===== src/rtl/vga_pkg.sv =====
// Shared VGA timing constants, background colours and flash FSM state type.
package vga_pkg;

    localparam int HOR_PIXELS = 1024;
    localparam int VER_PIXELS = 768;

    localparam logic [11:0] BORDER_RGB_DEF = 12'hfa5;
    localparam logic [11:0] FELT_RGB_DEF   = 12'h0a0;
    localparam logic [11:0] OUTER_RGB_DEF  = 12'h080;

    typedef enum logic [1:0] {
        IDLE,
        ARMED,
        ON,
        OFF
    } bg_fx_state_t;

endpackage


===== src/rtl/vga_if.sv =====
// VGA timing bundle passed between drawing stages.
interface vga_if;

    logic [10:0] hcount;
    logic [10:0] vcount;
    logic        hsync;
    logic        vsync;
    logic        hblnk;
    logic        vblnk;
    logic [11:0] rgb;

    modport in  (input  hcount, vcount, hsync, vsync, hblnk, vblnk, rgb);
    modport out (output hcount, vcount, hsync, vsync, hblnk, vblnk, rgb);

endinterface


===== src/rtl/vblnk_edge.sv =====
// One-cycle frame tick on the rising edge of vertical blanking.
module vblnk_edge (
    input  logic clk,
    input  logic rst_n,
    input  logic i_vblnk,
    output logic o_tick
);

    logic r_vblnk_d;

    always_ff @(posedge clk or negedge rst_n) begin
        if (!rst_n) begin
            r_vblnk_d <= 1'b0;
        end else begin
            r_vblnk_d <= i_vblnk;
        end
    end

    assign o_tick = i_vblnk & ~r_vblnk_d;

endmodule


===== src/rtl/draw_bg_fx.sv =====
// Background painter (outer / border / felt) with optional frame-synchronous felt flash.
// Flash FSM, counters and colour latch exist only when DRAW_BG_FX_FLASH_EN is defined.
module draw_bg_fx
    import vga_pkg::*;
#(
    parameter int unsigned BORDER_W     = 20,
    parameter int unsigned TABLE_X0     = 100,
    parameter int unsigned TABLE_X1     = 924,
    parameter int unsigned TABLE_Y0     = 100,
    parameter int unsigned TABLE_Y1     = 668,
    parameter logic [11:0] BORDER_RGB   = BORDER_RGB_DEF,
    parameter logic [11:0] FELT_RGB     = FELT_RGB_DEF,
    parameter logic [11:0] OUTER_RGB    = OUTER_RGB_DEF,
    parameter int unsigned FLASH_FRAMES = 8,
    parameter int unsigned FLASH_COUNT  = 3
) (
    input  logic        clk,
    input  logic        rst_n,
    vga_if.in           vga_bg_in,
    vga_if.out          vga_bg_out,
    input  logic        flash_start,
    input  logic [11:0] flash_rgb,
    output logic        busy
);

    localparam logic [10:0] L_X0   = 11'(TABLE_X0);
    localparam logic [10:0] L_X1   = 11'(TABLE_X1);
    localparam logic [10:0] L_Y0   = 11'(TABLE_Y0);
    localparam logic [10:0] L_Y1   = 11'(TABLE_Y1);
    localparam logic [10:0] L_BW   = 11'(BORDER_W);
    localparam logic [10:0] L_HMAX = 11'(HOR_PIXELS - int'(BORDER_W));
    localparam logic [10:0] L_VMAX = 11'(VER_PIXELS - int'(BORDER_W));

    logic [11:0] w_felt_rgb;
    logic [11:0] w_rgb;
    logic        w_felt;
    logic        w_border;
    logic        w_unused_rgb_in;

    logic [10:0] r_hcount;
    logic [10:0] r_vcount;
    logic        r_hsync;
    logic        r_vsync;
    logic        r_hblnk;
    logic        r_vblnk;
    logic [11:0] r_rgb;

    // Incoming rgb is replaced entirely by the generated background.
    assign w_unused_rgb_in = ^vga_bg_in.rgb;

    always_comb begin
        w_felt   = (vga_bg_in.hcount > L_X0) && (vga_bg_in.hcount < L_X1) &&
                   (vga_bg_in.vcount > L_Y0) && (vga_bg_in.vcount < L_Y1);
        w_border = (vga_bg_in.vcount < L_BW) || (vga_bg_in.vcount > L_VMAX) ||
                   (vga_bg_in.hcount < L_BW) || (vga_bg_in.hcount > L_HMAX);
        if (vga_bg_in.hblnk || vga_bg_in.vblnk) begin
            w_rgb = 12'h000;
        end else if (w_felt) begin
            w_rgb = w_felt_rgb;
        end else if (w_border) begin
            w_rgb = BORDER_RGB;
        end else begin
            w_rgb = OUTER_RGB;
        end
    end

    always_ff @(posedge clk or negedge rst_n) begin
        if (!rst_n) begin
            r_hcount <= '0;
            r_vcount <= '0;
            r_hsync  <= 1'b0;
            r_vsync  <= 1'b0;
            r_hblnk  <= 1'b0;
            r_vblnk  <= 1'b0;
            r_rgb    <= '0;
        end else begin
            r_hcount <= vga_bg_in.hcount;
            r_vcount <= vga_bg_in.vcount;
            r_hsync  <= vga_bg_in.hsync;
            r_vsync  <= vga_bg_in.vsync;
            r_hblnk  <= vga_bg_in.hblnk;
            r_vblnk  <= vga_bg_in.vblnk;
            r_rgb    <= w_rgb;
        end
    end

    assign vga_bg_out.hcount = r_hcount;
    assign vga_bg_out.vcount = r_vcount;
    assign vga_bg_out.hsync  = r_hsync;
    assign vga_bg_out.vsync  = r_vsync;
    assign vga_bg_out.hblnk  = r_hblnk;
    assign vga_bg_out.vblnk  = r_vblnk;
    assign vga_bg_out.rgb    = r_rgb;

`ifdef DRAW_BG_FX_FLASH_EN
    localparam int FW = $clog2(FLASH_FRAMES + 1);
    localparam int PW = $clog2(FLASH_COUNT + 1);
    localparam logic [FW-1:0] L_FRAME_LAST = FW'(FLASH_FRAMES - 1);
    localparam logic [PW-1:0] L_PHASES     = PW'(FLASH_COUNT);

    bg_fx_state_t  r_state;
    bg_fx_state_t  w_state_nxt;
    logic [FW-1:0] r_frame_cnt;
    logic [FW-1:0] w_frame_cnt_nxt;
    logic [PW-1:0] r_phase_cnt;
    logic [PW-1:0] w_phase_cnt_nxt;
    logic [11:0]   r_flash_rgb;
    logic [11:0]   w_flash_rgb_nxt;
    logic          r_busy;
    logic          w_frame_tick;

    vblnk_edge u_vblnk_edge (
        .clk     (clk),
        .rst_n   (rst_n),
        .i_vblnk (vga_bg_in.vblnk),
        .o_tick  (w_frame_tick)
    );

    always_ff @(posedge clk or negedge rst_n) begin
        if (!rst_n) begin
            r_state     <= IDLE;
            r_frame_cnt <= '0;
            r_phase_cnt <= '0;
            r_flash_rgb <= '0;
            r_busy      <= 1'b0;
        end else begin
            r_state     <= w_state_nxt;
            r_frame_cnt <= w_frame_cnt_nxt;
            r_phase_cnt <= w_phase_cnt_nxt;
            r_flash_rgb <= w_flash_rgb_nxt;
            r_busy      <= (w_state_nxt != IDLE);
        end
    end

    // A start accepted in IDLE takes priority over a coincident tick; ARMED waits for the next one.
    always_comb begin
        w_state_nxt     = r_state;
        w_frame_cnt_nxt = r_frame_cnt;
        w_phase_cnt_nxt = r_phase_cnt;
        w_flash_rgb_nxt = r_flash_rgb;
        case (r_state)
            IDLE: begin
                if (flash_start) begin
                    w_state_nxt     = ARMED;
                    w_flash_rgb_nxt = flash_rgb;
                    w_phase_cnt_nxt = L_PHASES;
                    w_frame_cnt_nxt = '0;
                end
            end
            ARMED: begin
                if (w_frame_tick) begin
                    w_state_nxt     = ON;
                    w_frame_cnt_nxt = '0;
                end
            end
            ON: begin
                if (w_frame_tick) begin
                    if (r_frame_cnt == L_FRAME_LAST) begin
                        w_state_nxt     = OFF;
                        w_frame_cnt_nxt = '0;
                        if (r_phase_cnt != '0) begin
                            w_phase_cnt_nxt = r_phase_cnt - PW'(1);
                        end
                    end else begin
                        w_frame_cnt_nxt = r_frame_cnt + FW'(1);
                    end
                end
            end
            OFF: begin
                if (w_frame_tick) begin
                    if (r_frame_cnt == L_FRAME_LAST) begin
                        w_frame_cnt_nxt = '0;
                        w_state_nxt     = (r_phase_cnt == '0) ? IDLE : ON;
                    end else begin
                        w_frame_cnt_nxt = r_frame_cnt + FW'(1);
                    end
                end
            end
            default: w_state_nxt = IDLE;
        endcase
    end

    assign w_felt_rgb = (r_state == ON) ? r_flash_rgb : FELT_RGB;
    assign busy       = r_busy;
`else
    logic w_unused_flash;

    assign w_unused_flash = ^{flash_start, flash_rgb};
    assign w_felt_rgb     = FELT_RGB;
    assign busy           = 1'b0;
`endif

endmodule


===== src/flat_wrapper.sv =====
// flat-port wrapper written by rule: the top's interface ports become plain ports
module draw_bg_fx_flat import vga_pkg::*;
#(
    parameter int unsigned BORDER_W     = 20,
    parameter int unsigned TABLE_X0     = 100,
    parameter int unsigned TABLE_X1     = 924,
    parameter int unsigned TABLE_Y0     = 100,
    parameter int unsigned TABLE_Y1     = 668,
    parameter logic [11:0] BORDER_RGB   = BORDER_RGB_DEF,
    parameter logic [11:0] FELT_RGB     = FELT_RGB_DEF,
    parameter logic [11:0] OUTER_RGB    = OUTER_RGB_DEF,
    parameter int unsigned FLASH_FRAMES = 8,
    parameter int unsigned FLASH_COUNT  = 3
)
  (clk, rst_n, flash_start, flash_rgb, busy, vga_bg_in_hcount, vga_bg_in_vcount, vga_bg_in_hsync, vga_bg_in_vsync, vga_bg_in_hblnk, vga_bg_in_vblnk, vga_bg_in_rgb, vga_bg_out_hcount, vga_bg_out_vcount, vga_bg_out_hsync, vga_bg_out_vsync, vga_bg_out_hblnk, vga_bg_out_vblnk, vga_bg_out_rgb);
  vga_if vga_bg_in_i ();
  vga_if vga_bg_out_i ();
  input  logic clk;
  input  logic rst_n;
  input  logic flash_start;
  input  logic [11:0] flash_rgb;
  output logic busy;
  input wire logic [$bits(vga_bg_in_i.hcount)-1:0] vga_bg_in_hcount;
  input wire logic [$bits(vga_bg_in_i.vcount)-1:0] vga_bg_in_vcount;
  input wire logic [$bits(vga_bg_in_i.hsync)-1:0] vga_bg_in_hsync;
  input wire logic [$bits(vga_bg_in_i.vsync)-1:0] vga_bg_in_vsync;
  input wire logic [$bits(vga_bg_in_i.hblnk)-1:0] vga_bg_in_hblnk;
  input wire logic [$bits(vga_bg_in_i.vblnk)-1:0] vga_bg_in_vblnk;
  input wire logic [$bits(vga_bg_in_i.rgb)-1:0] vga_bg_in_rgb;
  output wire logic [$bits(vga_bg_out_i.hcount)-1:0] vga_bg_out_hcount;
  output wire logic [$bits(vga_bg_out_i.vcount)-1:0] vga_bg_out_vcount;
  output wire logic [$bits(vga_bg_out_i.hsync)-1:0] vga_bg_out_hsync;
  output wire logic [$bits(vga_bg_out_i.vsync)-1:0] vga_bg_out_vsync;
  output wire logic [$bits(vga_bg_out_i.hblnk)-1:0] vga_bg_out_hblnk;
  output wire logic [$bits(vga_bg_out_i.vblnk)-1:0] vga_bg_out_vblnk;
  output wire logic [$bits(vga_bg_out_i.rgb)-1:0] vga_bg_out_rgb;
  assign vga_bg_in_i.hcount = vga_bg_in_hcount;
  assign vga_bg_in_i.vcount = vga_bg_in_vcount;
  assign vga_bg_in_i.hsync = vga_bg_in_hsync;
  assign vga_bg_in_i.vsync = vga_bg_in_vsync;
  assign vga_bg_in_i.hblnk = vga_bg_in_hblnk;
  assign vga_bg_in_i.vblnk = vga_bg_in_vblnk;
  assign vga_bg_in_i.rgb = vga_bg_in_rgb;
  assign vga_bg_out_hcount = vga_bg_out_i.hcount;
  assign vga_bg_out_vcount = vga_bg_out_i.vcount;
  assign vga_bg_out_hsync = vga_bg_out_i.hsync;
  assign vga_bg_out_vsync = vga_bg_out_i.vsync;
  assign vga_bg_out_hblnk = vga_bg_out_i.hblnk;
  assign vga_bg_out_vblnk = vga_bg_out_i.vblnk;
  assign vga_bg_out_rgb = vga_bg_out_i.rgb;
  draw_bg_fx #(.BORDER_W(BORDER_W), .TABLE_X0(TABLE_X0), .TABLE_X1(TABLE_X1), .TABLE_Y0(TABLE_Y0), .TABLE_Y1(TABLE_Y1), .BORDER_RGB(BORDER_RGB), .FELT_RGB(FELT_RGB), .OUTER_RGB(OUTER_RGB), .FLASH_FRAMES(FLASH_FRAMES), .FLASH_COUNT(FLASH_COUNT)) u_core (.clk(clk), .rst_n(rst_n), .vga_bg_in(vga_bg_in_i), .vga_bg_out(vga_bg_out_i), .flash_start(flash_start), .flash_rgb(flash_rgb), .busy(busy));
endmodule

===== config.mk =====
export PLATFORM = sky130hd
export DESIGN_NAME = draw_bg_fx_flat
export DESIGN_NICKNAME = d
export VERILOG_FILES = /design/src/rtl/vga_pkg.sv /design/src/rtl/vga_if.sv /design/src/rtl/vblnk_edge.sv /design/src/rtl/draw_bg_fx.sv /design/src/flat_wrapper.sv
export SDC_FILE = /design/constraint.sdc
export NUM_CORES = 1
export LEC_CHECK = 0
export ABC_AREA = 1
export BUFFER_PORTS_ARGS = -buffer_cell sky130_fd_sc_hd__buf_2
export CORE_MARGIN = 4
export CORE_UTILIZATION = 35
export CTS_BUF_LIST = sky130_fd_sc_hd__clkbuf_16
export DETAILED_ROUTE_END_ITERATION = 6
export PLACE_DENSITY = 0.81
export SYNTH_ARGS = -nofsm -noshare
export SYNTH_HDL_FRONTEND = slang
export SYNTH_SLANG_ARGS = --single-unit

===== constraint.sdc =====
create_clock -name clk -period 0.8 [get_ports clk]
set_clock_uncertainty 0.15 [all_clocks]
set_input_delay 0.08 -clock clk [delete_from_list [all_inputs] [get_ports clk]]
set_output_delay 0.08 -clock clk [all_outputs]
set_load 0.005 [all_outputs]

==> metrics.csv, run 1 <==
stage,metric,value,unit
status,status,finished with violations,
status,violated checks,"hold timing, setup timing",
floorplan,Initial Util,37.6,%
sta,Hold Fails Final Rpt,4,
final_layout,fin nets,279,
floorplan,I/O Pins,92,
final_layout,layout cells sized above 1,48.5,%
detailed_routing,final WL,3170,um
floorplan,Die Span Y,66.2,um
sta,Worst Hold Margin,-0.121,ns
synthesis,top cell type's share of synthesized area,61.2,%
final_layout,Non-Filler Instances,271,
cts,H-Tree Depth,2,
synthesis,ranking of synthesized cells by area,"dfrtp_1 (61%), nand2_1 (12%), nor2_1 (7.3%)",
cts,clock tree buffer depth,2,
synthesis,"EDFF count, synth",0,
synthesis,"Seq/Total Area, Yosys",61.2,%
placed_design,HPWL after DPL,2100,um
global_route,vias in the first global route,1099,
floorplan,Die ar.,4380,um2
min_path,hold path start,vga_bg_in_hcount[10],
sta,Tmin final,1.05,ns
critical_path,slowest cell on the critical path,dfrtp_1,
sta,Final Max Slew Viols,0,
cts,clk root buf,clkbuf_16,
min_path,hold depth,2,
global_route,total track usage,14.1,%
critical_path,max incr delay on CP,0.41,ns
synthesis,"count leader, synth",nand2_1,
min_path,Worst Hold Class,in2reg,
synthesis,"area leader, netlist",dfrtp_1,
floorplan,core area,3150,um2
synthesis,Post-synth top flop,dfrtp_1,
flow_run,total of max-cap violations,0,
synthesis,Ys Warns,0,
global_route,GRT busiest layer,met2,
detailed_routing,DRT antenna net count,0,
final_layout,# diodes,0,
critical_path,CP max FO,6,
floorplan,row count,20,
critical_path,crit start category,flip-flop,
critical_path,signal arrival time at the worst endpoint,0.82,ns
floorplan,chip width,66.2,um
critical_path,Critical Path Source,u_core.vga_bg_out.rgb[10],
final_layout,area of the multi-input gates,459,um2
global_route,largest net degree at the start of global routing,30,
critical_path,cell chain of the critical path,buf_2,
global_route,first-pass GRT wire length,4570,um
cts,Inserted Clock Buffers,5,
critical_path,CP top delay family,flip-flops,
final_layout,fill cell instance count of the final layout,253,
final_layout,Area Growth Syn to Fin,78.4,%
detailed_routing,Remaining DRCs,0,
global_route,GR Util met1,13.2,%
synthesis,synth unique cells,13,
power_and_ir_drop,VDD IR max,886,uV
synthesis,register bit total from synthesis,29,
critical_path,critical path class,reg2out,
synthesis,synthesized area,1180,um2
global_route,GR Util met2,27.4,%
sta,setup violators final,37,
sta,Peak Freq,0.952,GHz
sta,Tcrit/Tclk final,131,%
sta,Final Worst Setup Slack,-0.250,ns
synthesis,most frequent cells after synthesis,"nand2_1 (37), dfrtp_1 (29), nor2_1 (23)",
sta,RSZ-0062 raised after global routing,yes,
detailed_routing,DRT iter0 DRCs,25,
detailed_routing,drt pass-1 iters,4,
synthesis,Mean Syn Cell Area,8.91,um2
detailed_routing,vias per inst,4.34,
global_route,grt total ovfl,0,
placed_design,GPL Wtd Cong,0.756,
placed_design,DP Cell Count,238,
global_route,initial antenna violation count,0,
synthesis,synthesized netlist cell count,133,
cts,clk sinks,29,
min_path,WHS Endpoint,u_core.vga_bg_out.hcount[10],
power_and_ir_drop,static leakage,1.09,nW
placed_design,pre-CTS WS,-0.295,ns
synthesis,asr flop ratio synth,100,%
critical_path,crit path buf inv count,1,
detailed_routing,DR WL/cell,11.7,um
global_route,met3 Use GR,3.06,%
critical_path,CP endpoint kind,output port,
power_and_ir_drop,PD cells,1810,nW/um2
critical_path,Worst EP required,0.57,ns
detailed_routing,Vias,1177,
cts,TritonCTS clock tree,yes,
placed_design,I/O Buffers,61,
cts,clock slew at reported path FFs,0.05,ns
final_layout,Seq. cell area,726,um2
[cells in the final DEF, fill, tap and decap left out, types with 3 or more instances in the layout]
master	netlist	final
buf_2	0	45
buf_4	10	19
buf_6	0	3
clkbuf_16	0	5
conb_1	1	5
dfrtp_1	29	29
dlygate4sd3_1	0	22
inv_1	14	9
inv_4	0	4
nand2_1	37	28
nand2_2	0	7
nand3_1	10	6
nand3_2	0	4
nor2_1	23	9
nor2_2	0	9
nor2_4	0	5
[cell type report]
cell class / instances / area share, %
clock inverters: 3 / 0.592
flip-flops and latches: 29 / 34.3
repair buffers: 92 / 31.7
inverters: 15 / 3.14
clock buffers: 5 / 5.92
well taps: 44 / 2.61
multi-input cells: 83 / 21.7
[state kept, by name, summed over array words and instances (netlist names)]
signal and cells:
u_core.vga_bg_out.hcount 11, u_core.vga_bg_out.vblnk 1, u_core.vga_bg_out.vsync 1, u_core.vga_bg_out.hblnk 1
u_core.vga_bg_out.rgb 3, u_core.vga_bg_out.vcount 11, u_core.vga_bg_out.hsync 1
[through the flow]
| stage | utilization, % | instance area (um2) | power (mW) | TNS [ns] |
|---|---|---|---|---|
| floorplan | - | 1210 | 1.75 | -0.0466 |
| global placement | 49.3 | 1560 | 1.98 | -0.491 |
| detailed placement | 49.3 | 1560 | 1.99 | -0.583 |
| CTS | 60.9 | 1920 | 3.77 | -7.12 |
| global route | 67.0 | 2110 | 4.01 | -7.67 |
| finish | 67.0 | 2110 | 3.83 | -6.72 |
[worst max path at each step]
| stage | to | slack [ns] | cells past startpoint |
|---|---|---|---|
| after detailed placement | u_core.vga_bg_out.rgb[5] | -0.29 | 8 |
| after floorplan | u_core.vga_bg_out.rgb[5] | -0.03 | 7 |
| after global routing | vga_bg_out_rgb[11] | -0.29 | 1 |
| final | vga_bg_out_rgb[0] | -0.25 | 1 |
| after CTS | vga_bg_out_rgb[0] | -0.26 | 1 |
| after global placement | u_core.vga_bg_out.rgb[5] | -0.25 | 8 |
[where the power goes]
group | total (mW) | internal, mW | leakage [nW] | switching (mW)
Combinational | 0.596 | 0.310 | 0.684 | 0.286
Clock | 1.67 | 1.12 | 0.0687 | 0.558
Sequential | 1.56 | 1.55 | 0.342 | 0.0189
[cells by family after synthesis]
group | share of synthesized area (%)
compound gates | 2.22
flops | 61.2
simple gates | 25.1
other cells | 0.316
buf+inv | 11.1
[metal layers]
| metal | up-vias | part of all wire (%) | routed length (um) |
|---|---|---|---|
| li1 | 578 | - | - |
| met1 | 547 | 37 | 1170 |
| met2 | 46 | 54 | 1710 |
| met3 | 6 | 7.1 | 225 |
| met4 | 0 | 2.0 | 65 |
| met5 | - | 0 | 0 |
[repair_timing]
item                                    CTS  global route
hold endpoints to repair                 58             9
resized for setup                         3            59
buffers inserted                          0             2
hold buffers                             22             2
endpoints found under the setup margin   36            37
cloned                                    0             0
pin swaps                                 1            16
No activity file was read; power rests on OpenSTA's default activity.
==> run 2, diff against run 1 <==
- PLACE_DENSITY: 0.81 -> 0.75
==> run 2 against run 1 <==
Against the previous run: the flow finishes with violations (setup timing); critical path depth unchanged; non-clock buffer count down 2; cell count down 1.1%; hold slack better by 0.19 ns; largest cell class unchanged; via count down 2.0%; clock power down 2%; sequential cell count unchanged; highest routed layer unchanged; first-iteration DRC count rose to 2.6 times the previous value.
==> metrics.csv, run 2 (synthesis gave the netlist of run 1 again) <==
stage,metric,value,unit
cts,clk root buf,clkbuf_16,
cts,H-Tree Depth,2,
power_and_ir_drop,Switching Power,806,uW
cts,clock slew at reported path FFs,0.04,ns
cts,TritonCTS clock tree,yes,
detailed_routing,DRT iter0 DRCs,66,
power_and_ir_drop,total power,3.73,mW
final_layout,Area Growth Syn to Fin,69.5,%
final_layout,fin nets,277,
critical_path,crit start category,flip-flop,
global_route,total track usage,13.6,%
power_and_ir_drop,VDD IR max,845,uV
final_layout,layout cells sized above 1,41.1,%
floorplan,row count,20,
critical_path,max incr delay on CP,0.41,ns
final_layout,# diodes,0,
floorplan,chip width,66.2,um
detailed_routing,Remaining DRCs,0,
critical_path,CP max FO,6,
floorplan,Die ar.,4380,um2
floorplan,Initial Util,37.6,%
critical_path,Worst EP required,0.57,ns
cts,clock tree buffer depth,2,
detailed_routing,Vias,1153,
floorplan,core area,3150,um2
placed_design,pre-CTS WS,-0.263,ns
cts,Inserted Clock Buffers,5,
sta,setup violators final,37,
power_and_ir_drop,clock share of power,43.7,%
power_and_ir_drop,P_int,2.92,mW
cts,clk sinks,29,
floorplan,Die Span Y,66.2,um
status,status,finished with violations,
critical_path,slowest cell on the critical path,dfrtp_1,
power_and_ir_drop,PD cells,1860,nW/um2
placed_design,GPL Wtd Cong,0.795,
final_layout,"most common cell after layout, fill and taps aside",buf_2,
detailed_routing,DRT antenna net count,0,
power_and_ir_drop,static leakage,1.05,nW
detailed_routing,final WL,2890,um
power_and_ir_drop,Combinational Power Share,14.3,%
critical_path,signal arrival time at the worst endpoint,0.82,ns
power_and_ir_drop,Flop pwr share,42.0,%
flow_run,total of max-cap violations,0,
final_layout,"commonest cells after routing, fill and taps aside","buf_2 (56), nand2_1 (33), dfrtp_1 (29)",
sta,RSZ-0062 raised after global routing,yes,
global_route,initial antenna violation count,0,
detailed_routing,drt pass-1 iters,4,
global_route,largest net degree at the start of global routing,30,
critical_path,crit path buf inv count,1,
min_path,Worst Hold Class,in2reg,
sta,Tmin final,1.05,ns
global_route,first-pass GRT wire length,4430,um
sta,Hold Fails Final Rpt,0,
sta,Tcrit/Tclk final,131,%
detailed_routing,vias per inst,4.30,
global_route,vias in the first global route,1056,
sta,Peak Freq,0.955,GHz
status,violated checks,setup timing,
critical_path,CP top delay family,flip-flops,
global_route,grt total ovfl,0,
detailed_routing,DR WL/cell,10.8,um
placed_design,HPWL after DPL,1980,um
critical_path,cell chain of the critical path,buf_2,
floorplan,I/O Pins,92,
critical_path,critical path class,reg2out,
critical_path,CP endpoint kind,output port,
sta,Final Worst Setup Slack,-0.247,ns
placed_design,I/O Buffers,61,
power_and_ir_drop,switching fraction of total power,21.6,%
sta,Final Max Slew Viols,0,
[run 2: final timing paths]
path / slack [ns] / from / cells after the start / to
max: -0.25 / u_core.vga_bg_out.rgb[10] / 1 / vga_bg_out_rgb[9]
min: 0.07 / vga_bg_in_hcount[10] / 6 / u_core.vga_bg_out.rgb[5]
max in group asynchronous: 0.20 / rst_n / 3 / u_core.vga_bg_out.hcount[3]
min in group asynchronous: 0.15 / rst_n / 3 / u_core.vga_bg_out.vcount[1]
[run 2: per-layer routing]
metal	vias up	track usage, %	part of all wire, %
met1	532	14.1	38
li1	569	-	-
met2	49	24.7	52
met5	-	0	0
met3	3	5.44	9.5
met4	0	4.57	0.59
[run 2: area by class of cell]
type,instances,area [um2]
Fill cell,259,1140
Clock inverter,2,7.51
Tap cell,44,55.1
Timing Repair Buffer,90,623
Inverter,15,63.8
Sequential cell,29,726
Clock buffer,5,125
Multi-Input combinational cell,83,408
[run 2: per-stage QoR]
step	util [%]	instances	cell area (um2)	TNS (ns)	hold slack, ns
2_1_floorplan	-	137	1210	-0.0466	-0.366
3_3_place_gp	48.1	233	1520	-0.486	-0.112
3_5_place_dp	48.1	233	1520	-0.502	-0.115
4_1_cts	60.6	266	1910	-6.94	-0.220
5_1_grt	63.7	268	2010	-7.74	0.0775
6_report	63.7	268	2010	-6.61	0.0663
[run 2: power groups by stage]
stage / Clock [mW] / Sequential [mW] / Combinational [mW]
after floorplan: 0 / 1.60 / 0.151
after global placement: 0 / 1.58 / 0.378
after detailed placement: 0 / 1.59 / 0.383
after CTS: 1.66 / 1.57 / 0.481
after global routing: 1.76 / 1.57 / 0.592
final: 1.63 / 1.57 / 0.533
[run 2: what timing repair did]
item / 4_1_cts / 5_1_grt
hold endpoints to repair: 58 / 5
hold buffers: 26 / 2
setup buffers: 0 / 1
setup endpoints to repair: 34 / 37
pin swaps: 0 / 11
resized for setup: 0 / 31
